<file path="config.mk">
export PLATFORM = sky130hd
export DESIGN_NAME = csr_regfile
export DESIGN_NICKNAME = d
export VERILOG_FILES = /design/src/rtl/csr_regfile.sv
export SDC_FILE = /design/constraint.sdc
export NUM_CORES = 1
export LEC_CHECK = 0
export BUFFER_PORTS_ARGS = -buffer_cell sky130_fd_sc_hd__buf_2
export CAP_MARGIN = 20
export CORE_ASPECT_RATIO = 1.75
export CORE_MARGIN = 1
export CORE_UTILIZATION = 45
export DETAILED_ROUTE_END_ITERATION = 8
export PLACE_DENSITY = 0.8
export SETUP_SLACK_MARGIN = 0.2
export SLEW_MARGIN = 10
export SYNTH_ARGS = -nofsm -noshare
export SYNTH_HDL_FRONTEND = slang
export SYNTH_SLANG_ARGS = --single-unit
export TNS_END_PERCENT = 30
</file>
<file path="constraint.sdc">
create_clock -name clk -period 3.3 [get_ports clk]
set_clock_uncertainty 0.15 [all_clocks]
set_input_delay 0.495 -clock clk [delete_from_list [all_inputs] [get_ports clk]]
set_output_delay 0.495 -clock clk [all_outputs]
set_load 0.01 [all_outputs]
</file>
<file path="src/rtl/csr_regfile.sv">
// Machine-mode CSR register file: mstatus/mie/mip/mtvec/mepc/mcause/mscratch and the
// 64-bit mcycle counter, with CSR read-modify-write, trap entry, mret and irq sampling.
module csr_regfile #(
    parameter int          DW          = 32,
    parameter logic [31:0] RESET_MTVEC = 32'h0000_0000
) (
    input  logic          clk,
    input  logic          rst_n,
    input  logic [11:0]   csr_addr,
    input  logic [1:0]    csr_op,
    input  logic [DW-1:0] csr_wdata,
    output logic [DW-1:0] csr_rdata,
    output logic          illegal_csr_o,
    input  logic          trap_taken,
    input  logic [DW-1:0] trap_cause,
    input  logic [DW-1:0] trap_pc,
    input  logic          mret_i,
    input  logic          timer_irq_i,
    input  logic          ext_irq_i,
    output logic [DW-1:0] mstatus_o,
    output logic [DW-1:0] mie_o,
    output logic [DW-1:0] mip_o,
    output logic [DW-1:0] mtvec_o,
    output logic [DW-1:0] mcause_o,
    output logic [DW-1:0] mepc_o
);

    localparam logic [11:0] ADDR_MSTATUS  = 12'h300;
    localparam logic [11:0] ADDR_MIE      = 12'h304;
    localparam logic [11:0] ADDR_MTVEC    = 12'h305;
    localparam logic [11:0] ADDR_MSCRATCH = 12'h340;
    localparam logic [11:0] ADDR_MEPC     = 12'h341;
    localparam logic [11:0] ADDR_MCAUSE   = 12'h342;
    localparam logic [11:0] ADDR_MIP      = 12'h344;
    localparam logic [11:0] ADDR_MCYCLE   = 12'hB00;
    localparam logic [11:0] ADDR_MCYCLEH  = 12'hB80;

    localparam logic [1:0]  OP_NONE = 2'b00;
    localparam logic [1:0]  OP_RW   = 2'b01;
    localparam logic [1:0]  OP_RS   = 2'b10;
    localparam logic [1:0]  OP_RC   = 2'b11;

    localparam logic [31:0] MTVEC_MASK = 32'hFFFF_FFFD;
    localparam logic [31:0] EPC_MASK   = 32'hFFFF_FFFC;

    logic        r_mstatus_mie;
    logic        r_mstatus_mpie;
    logic        r_mie_mtie;
    logic        r_mie_meie;
    logic        r_mip_mtip;
    logic        r_mip_meip;
    logic [31:0] r_mtvec;
    logic [31:0] r_mepc;
    logic [31:0] r_mcause;
    logic [31:0] r_mscratch;
    logic [63:0] r_mcycle;

    logic [31:0] w_mstatus;
    logic [31:0] w_mie;
    logic [31:0] w_mip;
    logic [31:0] w_old;
    logic [31:0] w_new;
    logic        w_mapped;
    logic        w_wr;

    assign w_mstatus = {19'b0, 2'b11, 3'b0, r_mstatus_mpie, 3'b0, r_mstatus_mie, 3'b0};
    assign w_mie     = {20'b0, r_mie_meie, 3'b0, r_mie_mtie, 7'b0};
    assign w_mip     = {20'b0, r_mip_meip, 3'b0, r_mip_mtip, 7'b0};

    // NOTE: every output of a combinational block gets a default first, so no path infers a latch.
    always_comb begin
        w_mapped = 1'b1;
        w_old    = '0;
        case (csr_addr)
            ADDR_MSTATUS:  w_old = w_mstatus;
            ADDR_MIE:      w_old = w_mie;
            ADDR_MTVEC:    w_old = r_mtvec;
            ADDR_MSCRATCH: w_old = r_mscratch;
            ADDR_MEPC:     w_old = r_mepc;
            ADDR_MCAUSE:   w_old = r_mcause;
            ADDR_MIP:      w_old = w_mip;
            ADDR_MCYCLE:   w_old = r_mcycle[31:0];
            ADDR_MCYCLEH:  w_old = r_mcycle[63:32];
            default:       w_mapped = 1'b0;
        endcase
    end

    always_comb begin
        w_new = w_old;
        case (csr_op)
            OP_RW:   w_new = csr_wdata;
            OP_RS:   w_new = w_old | csr_wdata;
            OP_RC:   w_new = w_old & ~csr_wdata;
            default: w_new = w_old;
        endcase
    end

    assign w_wr          = (csr_op != OP_NONE) && w_mapped;
    assign illegal_csr_o = (csr_op != OP_NONE) && !w_mapped;
    assign csr_rdata     = w_old;

    // Priority: trap entry, then mret, then the CSR instruction's own write.
    // NOTE: sequential state uses non-blocking assignments so all flops update from pre-edge values.
    always_ff @(posedge clk or negedge rst_n) begin
        if (!rst_n) begin
            r_mstatus_mie  <= 1'b0;
            r_mstatus_mpie <= 1'b0;
            r_mie_mtie     <= 1'b0;
            r_mie_meie     <= 1'b0;
            r_mip_mtip     <= 1'b0;
            r_mip_meip     <= 1'b0;
            r_mtvec        <= RESET_MTVEC & MTVEC_MASK;
            r_mepc         <= '0;
            r_mcause       <= '0;
            r_mscratch     <= '0;
            r_mcycle       <= '0;
        end else begin
            r_mip_mtip <= timer_irq_i;
            r_mip_meip <= ext_irq_i;

            if (trap_taken) begin
                r_mstatus_mpie <= r_mstatus_mie;
                r_mstatus_mie  <= 1'b0;
                r_mepc         <= trap_pc & EPC_MASK;
                r_mcause       <= trap_cause;
            end else if (mret_i) begin
                r_mstatus_mie  <= r_mstatus_mpie;
                r_mstatus_mpie <= 1'b1;
            end else if (w_wr && csr_addr == ADDR_MSTATUS) begin
                r_mstatus_mie  <= w_new[3];
                r_mstatus_mpie <= w_new[7];
            end

            if (!trap_taken && w_wr && csr_addr == ADDR_MEPC)
                r_mepc <= w_new & EPC_MASK;
            if (!trap_taken && w_wr && csr_addr == ADDR_MCAUSE)
                r_mcause <= w_new;

            if (w_wr && csr_addr == ADDR_MIE) begin
                r_mie_mtie <= w_new[7];
                r_mie_meie <= w_new[11];
            end
            if (w_wr && csr_addr == ADDR_MTVEC)
                r_mtvec <= w_new & MTVEC_MASK;
            if (w_wr && csr_addr == ADDR_MSCRATCH)
                r_mscratch <= w_new;

            if (w_wr && csr_addr == ADDR_MCYCLE)
                r_mcycle <= {r_mcycle[63:32], w_new};
            else if (w_wr && csr_addr == ADDR_MCYCLEH)
                r_mcycle <= {w_new, r_mcycle[31:0]};
            else
                r_mcycle <= r_mcycle + 64'd1;
        end
    end

    assign mstatus_o = w_mstatus;
    assign mie_o     = w_mie;
    assign mip_o     = w_mip;
    assign mtvec_o   = r_mtvec;
    assign mcause_o  = r_mcause;
    assign mepc_o    = r_mepc;

endmodule
</file>
== Yosys cells after proc, flatten, opt, wreduce, memory -nomap -nowiden ==
Cells that the tools add are included.

* Output and inout port bits: 225
* Input port bits: 116
* Memories kept: 0
* Memory bits (writable): 0
* Register bits: 197
* Latch bits: 0
* Word-level logic and storage cells: 62
* Bits in read-only memories: 0

* Reductions and logical operators: 18
* Order comparisons: 0
* Multiplexer cells: 15
* Div/mod/pow operators: 0
* Multipliers: 0
* $add $sub $neg: 1
* Bitwise logic cells: 3
* Equality and inequality tests: 13
* Shifts and indexed selects: 0

{| class="wikitable"
|+ Operators with widths
! cell !! count
|-
| case mux 32 bit (9 select lines) || 1
|-
| two-way mux 32 bit || 5
|-
| case mux 32 bit (3 select lines) || 1
|-
| == test 12 x 10 -> 1 bit (second input constant) || 7
|-
| adder 64 x 1 -> 64 bit (second input constant) || 1
|-
| two-way mux 64 bit || 1
|-
| bitwise AND 32 bit || 1
|-
| NOT 32 bit || 1
|-
| OR 32 bit || 1
|-
| == test 12 bit (second input constant) || 2
|-
| logical AND 1 bit || 11
|-
| OR reduction 9 bit || 1
|-
| two-way mux 1 bit || 7
|-
| nonzero test 2 bit || 3
|-
| == test 2 bit (second input constant) || 2
|-
| nonzero test 3 bit || 1
|-
| == test 2 x 1 -> 1 bit (second input constant) || 1
|-
| logical NOT 1 bit || 2
|-
| != test 2 bit (second input constant) || 1
|}

== Depth between registers and ports, before layout ==
* Depth after elaboration: 8
* Gate-level depth with buffers: 10
* Depth with buffers taken out: 7

== Worst setup path after synthesis ==
OpenSTA, ideal clock, no wires.

* Kind: input -> output
* Start point: input port csr_addr[7]
* End point: output port csr_rdata[17]
* Slack: 358 ps
* Stages on the path: 8
* Arrival: 2297 ps
* Path buffers: 4
* Data required time: 2655 ps
* Cell sequence: buf_2 -> or4b_1 -> clkbuf_1 -> nor3_4 -> buf_4 -> clkbuf_1 -> a21oi_1 -> nand3_1

* Longest elaborated chain between the ends: 2
* Elaborated cells on any way between the ends: 10
* Those cells by class: eq/ne: 9; mux: 1

{| class="wikitable"
|+ Ends and longest elaborated chain
! item !! RTL line !! text
|-
| from (decl) || 9 || <nowiki>input logic [11:0] csr_addr,</nowiki>
|-
| == test 12 bit or == test 12 x 10 -> 1 bit (tied branches) || 74 || <nowiki>case (csr_addr)</nowiki>
|-
| case mux 32 bit (9 select lines) (*) || 74 ||
|-
| to (decl) || 12 || <nowiki>output logic [DW-1:0] csr_rdata,</nowiki>
|}

Mark *: on every way between the ends. The rest lies on a longest branch, timed or not.

== Final worst setup path ==
* Start point: input port csr_addr[6]
* End point: output port csr_rdata[26]

The elaborated chain is that of the path after synthesis.

==> reports/metrics.cfg <==
[sta]
fin_crit_ns = 3.08
setup_viol = 0
final.setup.tns_ns = 0
slew-limit-headroom = 0.261
fmax_mhz = 325
tightest_slew_ns = 1.10
report.final.hold_viol_count = 0
rsz0062_at_grt = yes
slew_violations = 0
fin_crit_sh = 0.932
setup_ws_ns = 0.223

[power_and_ir_drop]
internal_power_w = 0.00390
p_seq_frac = 0.477
p_switching_w = 0.00171
ir_drop_mv = 0.369
p_per_area_nw_per_um2 = 377
power_frac_clock = 0.361
p_leak_nw = 6.84
swShare = 0.304
pwr-share-comb = 0.162
total_power_w = 0.00561

[grt]
grt_pass1_vias = 12351
grt_overflow = 0
grt_max_degree = 92
grt_util_all_layers = 0.342
grt_pass1_wl_um = 72600
antenna_found_initial = 7

[floorplanning]
die_area_um2 = 28400
io_pins = 341
rows = 80
die_w_um = 128
die_height_um = 222
initial_core_util = 0.459
core_area_um2 = 27200

[clocking]
clock_path_buffers = 2
clock-sinks = 195
post_cts_buffers = 0
clock-root-buffer = clkbuf_16
numCtsBuffers = 17
clk_pin_slew_worst_paths_ns = 0.07
htree_num_levels = 4
cts_tree = done
clock_latency_ns = 0.47

[route]
drc = 0
wl_per_cell_um = 23.2
drtIter0Drc = 1258
routed_via_density = 6.21
routed_wl_um = 48200
antenna_left = 0
dr.pass1.iters = 7
vias = 12888

[placed_design]
place_hpwl_um = 36000
portBuffers = 245
routabilityCongestion = 0.971
post-place-ws_ns = 0.203

[yosys]
synth_area_um2 = 12500
synth_cell_types = 77
synth_edf_count = 0
synthCells = 1426
async_flop_share = 1.00
synth-main-ff-cell = dfrtp_1
seq_area_frac_synth = 0.391
synth_warnings = 0
avgSynthCellArea_um2 = 8.75
synth-seq-cells = 195

[setup_path]
crit_fanout = 12
cp.required_ns = 2.65
start_kind = primary input
worstSetupPathType = primary input to primary output
end_kind = primary output
r2r-start = r_mcycle[4]$_DFFE_PN0P_
reg2reg_slack_ns = 0.31
arrival_ns = 2.43
startpoint = csr_addr[6]

[layout]
area_delta_synth_final_pct = 19.1
final_cell_mix = buf_2, dfrtp_1, o21ai_0
layout-drive-gt1-share = 0.248
final_common_cell = buf_2
nNetsFinal = 1805

[run]
cap_violations = 0

[min_path]
hold_start = mret_i
hold_class = primary input to flop

[outcome]
outcome = finished, final reports clean

==> metrics by stage <==
step                instance area [um2]  hold slack, ns  cells   util
finish                            14900           0.106   2077  0.546
global route                      14900           0.116   2077  0.546
CTS                               14800          0.0972   2070  0.545
detailed placement                14300           0.235   2035  0.524
global placement                  14200           0.231   2034  0.523
floorplan                         12800          0.0494   1517      -
==> cell type report <==
type,count,area (um2)
Timing Repair Buffer,350,2140
Fill cell,2562,12400
Tap cell,369,462
Inverter,16,60.1
Antenna cell,7,17.5
Multi-Input combinational cell,1108,6750
Sequential cell,195,4880
Clock buffer,22,484
Clock inverter,10,71.3
==> what timing repair did <==
item | 4_1_cts | 5_1_grt
endpoints found under the hold margin | 23 | 0
hold buffers | 3 | 0
gates resized for setup | 0 | 1
endpoints found under the setup margin | 0 | 3
==> synth_stat cells (all sizes together) (20+ instances only) <==
library cell,count,area share
a21oi,25,0.010
a22oi,104,0.063
and2,28,0.014
buf,121,0.071
clkbuf,77,0.023
dfrtp,195,0.39
mux2i,46,0.037
nand2,169,0.051
nand3,70,0.029
nand4,44,0.022
nor2,49,0.015
nor3,33,0.017
nor4,21,0.015
o21ai,183,0.074
xnor2,50,0.035
xor2,20,0.014
==> worst paths after layout <==
kind | to | cells past startpoint
setup / recovery | csr_rdata[26] | 7
hold / removal | r_mstatus_mie$_DFFE_PN0P_ | 2
setup reg to reg | r_mcycle[31]$_DFFE_PN0P_ | 7
hold reg to reg | r_mscratch[0]$_DFFE_PN0P_ | 2
max in group asynchronous | r_mcycle[27]$_DFFE_PN0P_ | 3
min in group asynchronous | r_mcycle[3]$_DFFE_PN0P_ | 2
==> worst max-delay path, cell delays in order <==
cell      delay [ns]
buf_2           0.20
or4_4           0.67
nor4_4          0.39
buf_4           0.26
nand2_1         0.07
o211ai_1        0.12
buf_2           0.21
==> kinds of logic after synthesis <==
logic type / count (synthesis) / share of synthesized area
XOR/XNOR: 70 / 0.0491
buffers and inverters: 214 / 0.0986
AO/OA/AOI/OAI: 400 / 0.207
adder cells (fa/ha/maj): 1 / 0.00100
other: 2 / 0.000602
flip-flops: 195 / 0.391
multiplexers: 58 / 0.0477
AND/OR/NAND/NOR: 486 / 0.206
==> routing by layer <==
layer  up-vias  global-route usage  wire [um]
li1       5568                   -          -
met1      6231               0.398      17100
met2       891               0.571      23800
met3       198              0.0643       4180
met4         0               0.222       3100
met5         -                   0          0
==> power groups by stage <==
| stage | clock (W) | combinational (W) | sequential [W] |
|---|---|---|---|
| floorplan | 0 | 0.000526 | 0.00269 |
| global placement | 0 | 0.000865 | 0.00271 |
| detailed placement | 0 | 0.000882 | 0.00271 |
| CTS | 0.00203 | 0.000889 | 0.00267 |
| global route | 0.00213 | 0.000982 | 0.00269 |
| finish | 0.00202 | 0.000907 | 0.00268 |
==> sequential cells by signal, indices dropped and copies added, names as in the netlist <==
name	count
mcause_o	32
r_mstatus_mpie	1
r_mscratch	32
r_mip_meip	1
mepc_o	30
r_mcycle	64
r_mie_mtie	1
r_mstatus_mie	1
mtvec_o	31
r_mip_mtip	1
r_mie_meie	1
No activity file was read; power rests on OpenSTA's default activity.
